--- config.mk ---
export PLATFORM = sky130hd
export DESIGN_NAME = biquad_mc
export DESIGN_NICKNAME = d
export VERILOG_FILES = /design/src/rtl/filter_pkg.sv /design/src/rtl/filter_coef_bank.sv /design/src/rtl/biquad_mc.sv
export SDC_FILE = /design/constraint.sdc
export NUM_CORES = 2
export LEC_CHECK = 0
export ABC_AREA = 1
export CAP_MARGIN = 5
export CORE_MARGIN = 3
export CORE_UTILIZATION = 69
export DETAILED_ROUTE_END_ITERATION = 8
export PLACE_DENSITY_LB_ADDON = 0.08
export SLEW_MARGIN = 10
export SYNTH_ARGS = -nofsm -noshare
export SYNTH_HDL_FRONTEND = slang
export SYNTH_HIERARCHICAL = 1
export SYNTH_SLANG_ARGS = --single-unit
--- constraint.sdc ---
create_clock -name Clk -period 15 [get_ports Clk]
set_input_delay 3 -clock Clk [delete_from_list [all_inputs] [get_ports Clk]]
set_output_delay 3 -clock Clk [all_outputs]
set_load 0.01 [all_outputs]
--- src/rtl/filter_pkg.sv ---
// Shared types, constants and the output saturation helper for the
// time-multiplexed biquad filter.
package filter_pkg;

    localparam int FRAC_DEFAULT = 14;
    localparam int ACC_GUARD    = 3;
    localparam int NUM_COEF     = 5;

    typedef enum logic [2:0] {
        B0 = 3'd0,
        B1 = 3'd1,
        B2 = 3'd2,
        A1 = 3'd3,
        A2 = 3'd4
    } coef_idx_e;

    typedef enum logic [2:0] {
        ST_IDLE = 3'd0,
        ST_MAC0 = 3'd1,
        ST_MAC1 = 3'd2,
        ST_MAC2 = 3'd3,
        ST_MAC3 = 3'd4,
        ST_MAC4 = 3'd5,
        ST_DONE = 3'd6
    } state_e;

    // Clamp a sign-extended value into the signed range of a dw-bit word.
    function automatic logic signed [63:0] saturate(input logic signed [63:0] v, input int dw);
        logic signed [63:0] hi;
        logic signed [63:0] lo;
        hi = (64'sd1 <<< (dw - 1)) - 64'sd1;
        lo = -(64'sd1 <<< (dw - 1));
        if (v > hi) return hi;
        if (v < lo) return lo;
        return v;
    endfunction

endpackage

--- src/rtl/filter_coef_bank.sv ---
// Per-channel biquad coefficient registers (b0 resets to unity) with one
// write port and a five-word read of the selected channel.
module filter_coef_bank
    import filter_pkg::*;
#(
    parameter int COEF_W = 16,
    parameter int FRAC   = 14,
    parameter int NCH    = 4,
    parameter int CH_W   = 2
) (
    input  logic                         clk_i,
    input  logic                         rst_ni,
    input  logic                         we_i,
    input  logic [CH_W-1:0]              wr_ch_i,
    input  logic [2:0]                   wr_sel_i,
    input  logic [COEF_W-1:0]            wr_data_i,
    input  logic [CH_W-1:0]              rd_ch_i,
    output logic [NUM_COEF*COEF_W-1:0]   rd_coef_o
);

    logic [COEF_W-1:0] coef_q [NCH][NUM_COEF];

    always_ff @(posedge clk_i or negedge rst_ni) begin
        if (!rst_ni) begin
            for (int c = 0; c < NCH; c++) begin
                for (int k = 0; k < NUM_COEF; k++) begin
                    coef_q[c][k] <= (k == int'(B0)) ? COEF_W'(1 << FRAC) : '0;
                end
            end
        end else begin
            for (int c = 0; c < NCH; c++) begin
                for (int k = 0; k < NUM_COEF; k++) begin
                    if (we_i && 32'(wr_ch_i) == c && 32'(wr_sel_i) == k) begin
                        coef_q[c][k] <= wr_data_i;
                    end
                end
            end
        end
    end

    // Channels outside the bank read as all-zero coefficients, giving y = 0.
    always_comb begin
        rd_coef_o = '0;
        for (int c = 0; c < NCH; c++) begin
            if (32'(rd_ch_i) == c) begin
                for (int k = 0; k < NUM_COEF; k++) begin
                    rd_coef_o[k*COEF_W +: COEF_W] = coef_q[c][k];
                end
            end
        end
    end

endmodule

--- src/rtl/biquad_mc.sv ---
// Multichannel direct-form-I biquad: one shared multiplier walks the five
// taps of a sample over five cycles, with per-channel coefficients and history.
module biquad_mc
    import filter_pkg::*;
#(
    parameter int DATA_W = 16,
    parameter int COEF_W = 16,
    parameter int FRAC   = FRAC_DEFAULT,
    parameter int NCH    = 4,
    parameter int CH_W   = (NCH > 1) ? $clog2(NCH) : 1
) (
    input  logic              Clk,
    input  logic              Reset_n,
    input  logic              in_valid,
    output logic              in_ready,
    input  logic [CH_W-1:0]   in_ch,
    input  logic [DATA_W-1:0] x,
    output logic              out_valid,
    output logic [CH_W-1:0]   out_ch,
    output logic [DATA_W-1:0] y,
    input  logic              coef_we,
    input  logic [CH_W-1:0]   coef_ch,
    input  logic [2:0]        coef_sel,
    input  logic [COEF_W-1:0] coef_data,
    input  logic              clr,
    input  logic [CH_W-1:0]   clr_ch
);

    localparam int PROD_W = DATA_W + COEF_W;
    localparam int ACC_W  = PROD_W + ACC_GUARD;

    state_e                        state_q, state_d;
    logic                          accept;
    logic [NUM_COEF*COEF_W-1:0]    bank_rd;
    logic [NUM_COEF*COEF_W-1:0]    coef_q;
    logic [CH_W-1:0]               ch_q;
    logic signed [DATA_W-1:0]      x_q, x1_s_q, x2_s_q, y1_s_q, y2_s_q;
    logic signed [DATA_W-1:0]      snap_x1, snap_x2, snap_y1, snap_y2;
    logic                          clr_hit_q;
    logic signed [ACC_W-1:0]       acc_q, acc_d, acc_base, shifted;
    logic signed [COEF_W-1:0]      coef_op;
    logic signed [DATA_W-1:0]      data_op;
    logic signed [PROD_W-1:0]      prod;
    logic                          sub;
    logic signed [63:0]            sat64;
    logic signed [DATA_W-1:0]      y_sat;
    logic                          out_valid_q;
    logic [CH_W-1:0]               out_ch_q;
    logic [DATA_W-1:0]             y_q;
    logic signed [DATA_W-1:0]      hx1_q [NCH];
    logic signed [DATA_W-1:0]      hx2_q [NCH];
    logic signed [DATA_W-1:0]      hy1_q [NCH];
    logic signed [DATA_W-1:0]      hy2_q [NCH];

    filter_coef_bank #(
        .COEF_W (COEF_W),
        .FRAC   (FRAC),
        .NCH    (NCH),
        .CH_W   (CH_W)
    ) u_coef_bank (
        .clk_i     (Clk),
        .rst_ni    (Reset_n),
        .we_i      (coef_we),
        .wr_ch_i   (coef_ch),
        .wr_sel_i  (coef_sel),
        .wr_data_i (coef_data),
        .rd_ch_i   (in_ch),
        .rd_coef_o (bank_rd)
    );

    // Valid/ready: a sample transfers on any edge where in_valid and in_ready
    // are both high; in_ready is high only in IDLE and the requester holds.
    always_comb begin
        state_d  = state_q;
        in_ready = 1'b0;
        case (state_q)
            ST_IDLE: begin
                in_ready = 1'b1;
                if (in_valid) state_d = ST_MAC0;
            end
            ST_MAC0: state_d = ST_MAC1;
            ST_MAC1: state_d = ST_MAC2;
            ST_MAC2: state_d = ST_MAC3;
            ST_MAC3: state_d = ST_MAC4;
            ST_MAC4: state_d = ST_DONE;
            ST_DONE: state_d = ST_IDLE;
            default: state_d = ST_IDLE;
        endcase
    end

    assign accept = in_valid && in_ready;

    always_comb begin
        snap_x1 = '0;
        snap_x2 = '0;
        snap_y1 = '0;
        snap_y2 = '0;
        for (int c = 0; c < NCH; c++) begin
            if (32'(in_ch) == c) begin
                snap_x1 = hx1_q[c];
                snap_x2 = hx2_q[c];
                snap_y1 = hy1_q[c];
                snap_y2 = hy2_q[c];
            end
        end
    end

    always_comb begin
        coef_op = '0;
        data_op = '0;
        sub     = 1'b0;
        case (state_q)
            ST_MAC0: begin coef_op = coef_q[int'(B0)*COEF_W +: COEF_W]; data_op = x_q;    end
            ST_MAC1: begin coef_op = coef_q[int'(B1)*COEF_W +: COEF_W]; data_op = x1_s_q; end
            ST_MAC2: begin coef_op = coef_q[int'(B2)*COEF_W +: COEF_W]; data_op = x2_s_q; end
            ST_MAC3: begin coef_op = coef_q[int'(A1)*COEF_W +: COEF_W]; data_op = y1_s_q; sub = 1'b1; end
            ST_MAC4: begin coef_op = coef_q[int'(A2)*COEF_W +: COEF_W]; data_op = y2_s_q; sub = 1'b1; end
            default: ;
        endcase
        prod     = coef_op * data_op;
        acc_base = (state_q == ST_MAC0) ? '0 : acc_q;
        acc_d    = sub ? acc_base - ACC_W'(prod) : acc_base + ACC_W'(prod);
        shifted  = acc_d >>> FRAC;
        sat64    = saturate(64'(shifted), DATA_W);
        y_sat    = DATA_W'(sat64);
    end

    always_ff @(posedge Clk or negedge Reset_n) begin
        if (!Reset_n) begin
            state_q     <= ST_IDLE;
            out_valid_q <= 1'b0;
            out_ch_q    <= '0;
            y_q         <= '0;
            acc_q       <= '0;
            coef_q      <= '0;
            ch_q        <= '0;
            x_q         <= '0;
            x1_s_q      <= '0;
            x2_s_q      <= '0;
            y1_s_q      <= '0;
            y2_s_q      <= '0;
            clr_hit_q   <= 1'b0;
        end else begin
            state_q     <= state_d;
            out_valid_q <= (state_q == ST_MAC4);
            if (state_q == ST_MAC4) begin
                y_q      <= y_sat;
                out_ch_q <= ch_q;
            end
            if (state_q != ST_IDLE && state_q != ST_DONE) acc_q <= acc_d;
            // History is snapshotted with the coefficients so a clear mid-flight
            // cannot change the sample being computed.
            if (accept) begin
                x_q       <= x;
                ch_q      <= in_ch;
                coef_q    <= bank_rd;
                x1_s_q    <= snap_x1;
                x2_s_q    <= snap_x2;
                y1_s_q    <= snap_y1;
                y2_s_q    <= snap_y2;
                clr_hit_q <= clr && (clr_ch == in_ch);
            end else if (state_q != ST_IDLE && clr && clr_ch == ch_q) begin
                clr_hit_q <= 1'b1;
            end
        end
    end

    always_ff @(posedge Clk or negedge Reset_n) begin
        if (!Reset_n) begin
            for (int c = 0; c < NCH; c++) begin
                hx1_q[c] <= '0;
                hx2_q[c] <= '0;
                hy1_q[c] <= '0;
                hy2_q[c] <= '0;
            end
        end else begin
            for (int c = 0; c < NCH; c++) begin
                if (clr && 32'(clr_ch) == c) begin
                    hx1_q[c] <= '0;
                    hx2_q[c] <= '0;
                    hy1_q[c] <= '0;
                    hy2_q[c] <= '0;
                end else if (state_q == ST_DONE && !clr_hit_q && 32'(ch_q) == c) begin
                    hx2_q[c] <= hx1_q[c];
                    hx1_q[c] <= x_q;
                    hy2_q[c] <= hy1_q[c];
                    hy1_q[c] <= y_q;
                end
            end
        end
    end

    assign out_valid = out_valid_q;
    assign out_ch    = out_ch_q;
    assign y         = y_q;

endmodule

After elaboration in Yosys (flattened, before gate mapping)
Cells that the tools add are included.
{ "word_totals": {"register_bits": 796, "in_bits": 46, "word_cells": 201} }
{ "classes": {"add_sub_neg": 2, "multipliers": 1, "order_cmp": 2, "eq_ne": 26, "mux": 69, "reduce_logical": 52} }
{ "op_table": {"columns": ["op", "n"], "rows": [
  ["$mux 16", 52],
  ["$mux 80", 4],
  ["$pmux 16 s5", 2],
  ["$mux 35", 2],
  ["$logic_and 1x1->1", 38],
  ["$add 35x32->35", 1],
  ["$sub 35x32->35", 1],
  ["$mul 16x16->32", 1],
  ["$gt 21x16->1 const B", 1],
  ["$lt 21x16->1 const B", 1],
  ["$pmux 3 s6", 1],
  ["$eq 2x2->1 const B", 8],
  ["$eq 3x2->1 const B", 4],
  ["$eq 3x3->1 const B", 4],
  ["$reduce_bool 2->1", 5],
  ["$eq 2x1->1 const B", 4],
  ["$logic_not 2->1", 4],
  ["$mux 1", 7],
  ["$eq 3x1->1 const B", 2],
  ["$logic_not 3->1", 2],
  ["$eq 2x2->1", 2],
  ["$mux 3", 1],
  ["$ne 3x3->1 const B", 1],
  ["$reduce_bool 3->1", 1],
  ["other kinds (3)", 3]
]} }

Depth between registers and ports, before layout
{ "depth": {"ltp_word": 10, "ltp_mapped": 60, "ltp_nobuf": 57} }

Modules after synthesis
The synthesis kept the hierarchy.
{ "by_module_without_submodules": {"columns": ["module", "n_inst", "cells_per_inst", "area_each_um2", "seq_area_each_um2"], "rows": [
  ["biquad_mc", 1, 4392, 34446.8, 11911.4],
  ["filter_coef_bank", 1, 1866, 14272.4, 8012.7]
]} }

Worst setup path before layout
Ideal clock, no wire load.
{ "synth_timing": {"path_type": "register to register", "start": "register state_q[2]", "end": "register y_q[13], in the netlist y[13]", "setup_ns": 0.117, "t_arrival_ns": 9.080, "t_required_ns": 14.883, "slack_ns": 5.803, "path_stages_with_launch": 54, "cell_sequence": "dfrtp_1 buf_4 inv_2 nand3_1 clkbuf_1 clkbuf_1 o22ai_1 a211oi_1 clkbuf_1 nor2_1 fa_1 inv_1 fa_1 fa_1 fa_1 inv_1 fa_1 inv_1 [18 not listed] ha_1 nand2_1 nor2_1 inv_1 nor2_1 inv_1 nor2_1 nand3_1 nand3_1 xor2_1 inv_1 nand2_4 nand3_4 buf_6 nand2_1 nand2_1 nand2_1 nand2_1"} }
{ "synth_via": {"elab_chain_len": 10} }
{ "synth_lines": {"columns": ["element", "line", "source"], "rows": [
  ["from (decl)", "biquad_mc.sv:32", "state_e state_q, state_d;"],
  ["from (signal assigned)", "biquad_mc.sv:144", "state_q <= state_d;"],
  ["$eq 3x3->1 (tied with other cells)", "biquad_mc.sv:112, biquad_mc.sv:146", null],
  ["$pmux 16 s5", "biquad_mc.sv:112", "case (state_q)"],
  ["$mul 16x16->32", "biquad_mc.sv:120", "prod = coef_op * data_op;"],
  ["$add 35x32->35 or $sub 35x32->35 (tied branches)", "biquad_mc.sv:122", "acc_d = sub ? acc_base - ACC_W'(prod) : acc_base + ACC_W'(prod);"],
  ["$mux 35", "biquad_mc.sv:122", null],
  ["$lt 21x16->1", "filter_pkg.sv:34", "if (v < lo) return lo;"],
  ["$mux 1 (2 in series)", "filter_pkg.sv:34", null],
  ["$mux 16", "filter_pkg.sv:35", "return v;"],
  ["$mux 16", "filter_pkg.sv:34", null],
  ["to (signal assigned)", "biquad_mc.sv:147", "y_q <= y_sat;"],
  ["to (decl)", "biquad_mc.sv:49", "logic [DATA_W-1:0] y_q;"]
]} }
Several ways; a longest one is shown, not always the timed one. The select of a mux whose other input is x is not followed.
A chain may end at the register's enable or synchronous reset.

Final worst setup path
{ "layout_timing": {"start": "register state_q[1]", "end": "register y_q[9], in the netlist y[9]"} }
The elaborated chain is that of the path after synthesis.

==> results.cfg <==
[floorplanning]
fp.coreArea_um2 = 69300
start_util_pct = 70.3
rows = 96
die_y_um = 272
ios = 66
die_width_um = 272
dieArea_um2 = 73800

[yosys]
ys.warnings.count = 6
synthArstFlopShare_pct = 100
synth_edf_count = 0
syn_nets = 6686
synth_flop_cell = dfrtp_1
synth_area_leader_cell = dfrtp_1
synth_cells = 6258
synth_area_leaders = dfrtp_1 41%, nand2_1 18%, fa_1 11%
synth_cell_type_count = 54
ys_ff_latch = 796
synth_seq_area_share_pct = 40.9
syn_avg_cell_area_um2 = 7.79
syn_area_um2 = 48700
synth_top_cell_area_share_pct = 40.7

[clocking]
ctsResizeCount = 0
htree_levels = 3
clock-sinks = 796
hold_buffers = 0
cts-root-buf = clkbuf_16
cts_inserted_buffers = 84
cts_max_path_buffers = 3
tritoncts = yes
post-cts-setup-buffers = 0
clock_latency_ps = 670
clk_pin_slew_ps = 60

[placed_design]
place_congestion = 1.05
io_buffer_count = 65
place_hpwl_mm = 103

[power]
power.internal_w = 0.00673
switchingPower_w = 0.00735
power.share.sequential_pct = 21.4
fin_total_pwr_w = 0.0141
switching_share_pct = 52.2
p_comb_share_pct = 63.6
power.share.clock_pct = 15.1
vdd_drop_max_uv = 375
p_leak_nw = 26.7
power_density_nw_per_um2 = 266

[worst_setup_path]
critical_path.max_stage_delay_ps = 940
path_class = register to register
worst-path-stages = 53
crit_required_ps = 15510
cpMostUsedCell = nand2_1
critPathSlowestCell = nor2_1
regToRegSetupSlack_ps = 2470
worst-path-buf-inv = 13
end_kind = register
crit_fanout = 23
arrival_ps = 13040
critPathLaunchType = register
crit_family = simple AND/OR/NAND/NOR gates
reg2regPathDepth = 53

[timing]
setup_tns_ps = 0
whs_ps = 463
setup_violations = 0
rsz0062_at_grt = no
fin_crit_sh_pct = 83.5
slew_viol_final = 0
skew_ps = 78.0
worst_pin_slew_ps = 1280
maxSlewHeadroom_pct = 14.6
timing.fmax_mhz = 79.8
final-hold-violation-count = 0
finalCriticalPeriod_ps = 12530

[drt]
routed_wl_mm = 154
via_per_inst = 6.14
vias = 44100
drtPass1Iterations = 9
drt_iter0_markers = 5506
drtAntennaViolNets = 0
drc_errors = 2
drt-wirelength-per-cell_um = 21.4

[global_route]
antenna_found_initial = 4
track_usage_pct = 42.3
grt_max_degree = 180
grt_pass1_vias = 44400
grt_overflow = 0
grt_pass1_wl_mm = 244

[finish]
fin_nets = 6617
filler_cell_count = 5036
area_delta_synth_final_pct = 8.45
drive_gt1_share_pct = 5.10

[status]
outcome = complete, but fails checks
violations = DRC

[min_path]
hold_depth = 2
hp-class = register to register

[run]
maxCapViolations = 0
-- synth_stat cells, types with 2 or more instances --
cell / number
a211oi_1: 31
a211oi_2: 2
a21o_1: 5
a21oi_1: 126
a21oi_2: 8
a221oi_1: 8
a22oi_1: 30
a31oi_1: 15
buf_1: 11
buf_2: 29
buf_4: 27
buf_6: 7
clkbuf_1: 229
clkinv_1: 6
dfrtp_1: 792
dfstp_2: 4
fa_1: 263
ha_1: 119
inv_1: 748
inv_2: 20
nand2_1: 2338
nand2_2: 12
nand2_4: 5
nand3_1: 323
nand3_2: 6
nand3b_1: 5
nand4_1: 103
nor2_1: 311
nor2_2: 14
nor2_4: 2
nor3_1: 23
nor3_2: 5
nor4_1: 7
o2111ai_1: 15
o211ai_1: 7
o21a_1: 3
o21ai_0: 423
o21bai_1: 13
o221a_2: 2
o221ai_1: 2
o22ai_1: 78
o31ai_1: 6
xnor2_1: 29
xor2_1: 36
-- per-stage QoR --
step	setup slack (ps)	utilization, %	std cells	cell area, µm²
6_report	2470	76.2	7186	52800
5_1_grt	1770	76.2	7185	52800
4_1_cts	2790	76.2	7185	52800
3_5_place_dp	2860	72.1	7034	50000
3_3_place_gp	2850	72.1	7034	50000
2_1_floorplan	5800	-	6258	48700
-- worst min-delay path, stage by stage, from the launching register on --
cell and delay (ps):
dfstp_2 370, nand2_1 50, nand2_1 40
-- layer usage --
layer / part of all wire [%] / track usage (%) / wire length [µm] / vias to the layer above
li1: - / - / - / 19500
met1: 35 / 53.0 / 54300 / 21000
met2: 46 / 67.9 / 70900 / 2948
met3: 11 / 8.65 / 17200 / 710
met4: 7.3 / 26.5 / 11300 / 4
met5: 0.017 / 0 / 26 / -
-- cells by family (layout without fill, tap and decap cells) --
logic type               count (synthesis)  in the layout  synth area share, %
AND/OR/NAND/NOR                       3157           3157                 26.2
adder cells (fa/ha/maj)                382            382                 13.9
buffers and inverters                 1077           1073                 8.69
flip-flops                             796            796                 40.9
AO/OA/AOI/OAI                          780            780                 9.11
other                                    0              1                    0
XOR/XNOR                                66             66                 1.20
-- sequential cells by signal, summed over array words and instances (netlist names), 2 cells and up --
name                count
u_coef_bank/coef_q    320
coef_q                 80
hx1_q                  64
hx2_q                  64
hy1_q                  64
hy2_q                  64
acc_q                  35
x1_s_q                 16
x2_s_q                 16
x_q                    16
y1_s_q                 16
y2_s_q                 16
y                      16
state_q                 3
ch_q                    2
out_ch                  2
-- power groups by stage --
| stage | combinational [W] | clock [W] | sequential (W) |
|---|---|---|---|
| CTS | 0.00877 | 0.00213 | 0.00299 |
| global route | 0.00985 | 0.00222 | 0.00304 |
| finish | 0.00895 | 0.00212 | 0.00301 |
| floorplan | 0.00624 | 0 | 0.00289 |
| detailed placement | 0.00869 | 0 | 0.00302 |
| global placement | 0.00865 | 0 | 0.00300 |
-- area by class of cell --
type	instances	area, µm²	share of cell area [%]
clock buffer	124	2440	4.62
clock inverter	27	400	0.758
antenna	1	2.50	0.00474
timing repair buffer	148	1320	2.49
inverter	774	2910	5.51
sequential	796	19900	37.7
tap	931	1160	2.20
multi-input combinational	4385	24700	46.7
-- cells in the final DEF (no fill, tap or decap), types with 16 or more instances in the layout --
cell | Yosys | layout
nand3_1 | 323 | 323
a211oi_1 | 31 | 28
nand2_1 | 2338 | 2336
ha_1 | 119 | 119
nor2_2 | 14 | 16
buf_4 | 27 | 80
clkbuf_16 | 0 | 84
xnor2_1 | 29 | 29
fa_1 | 263 | 263
a21oi_1 | 126 | 126
dfrtp_1 | 792 | 792
inv_1 | 748 | 747
clkbuf_1 | 229 | 21
nor2_1 | 311 | 300
nand4_1 | 103 | 103
nor3_1 | 23 | 20
clkbuf_8 | 0 | 19
o22ai_1 | 78 | 78
o21ai_0 | 423 | 423
a22oi_1 | 30 | 30
inv_2 | 20 | 20
xor2_1 | 36 | 36
clkdlybuf4s50_1 | 0 | 64
-- worst paths after layout --
kind,endpoint,start
worst min-delay path,u_coef_bank/coef_q[318]$_DFFE_PN1P_,u_coef_bank/coef_q[318]$_DFFE_PN1P_
min in group asynchronous,hy2_q[37]$_DFFE_PN0P_,Reset_n
max in group asynchronous,hx1_q[44]$_DFFE_PN0P_,Reset_n
worst max-delay path,y[9]$_DFFE_PN0N_,state_q[1]$_DFFE_PN0P_
worst max register to register,y[9]$_DFFE_PN0N_,state_q[1]$_DFFE_PN0P_
worst min register to register,u_coef_bank/coef_q[318]$_DFFE_PN1P_,u_coef_bank/coef_q[318]$_DFFE_PN1P_
No activity file was read; power rests on OpenSTA's default activity.
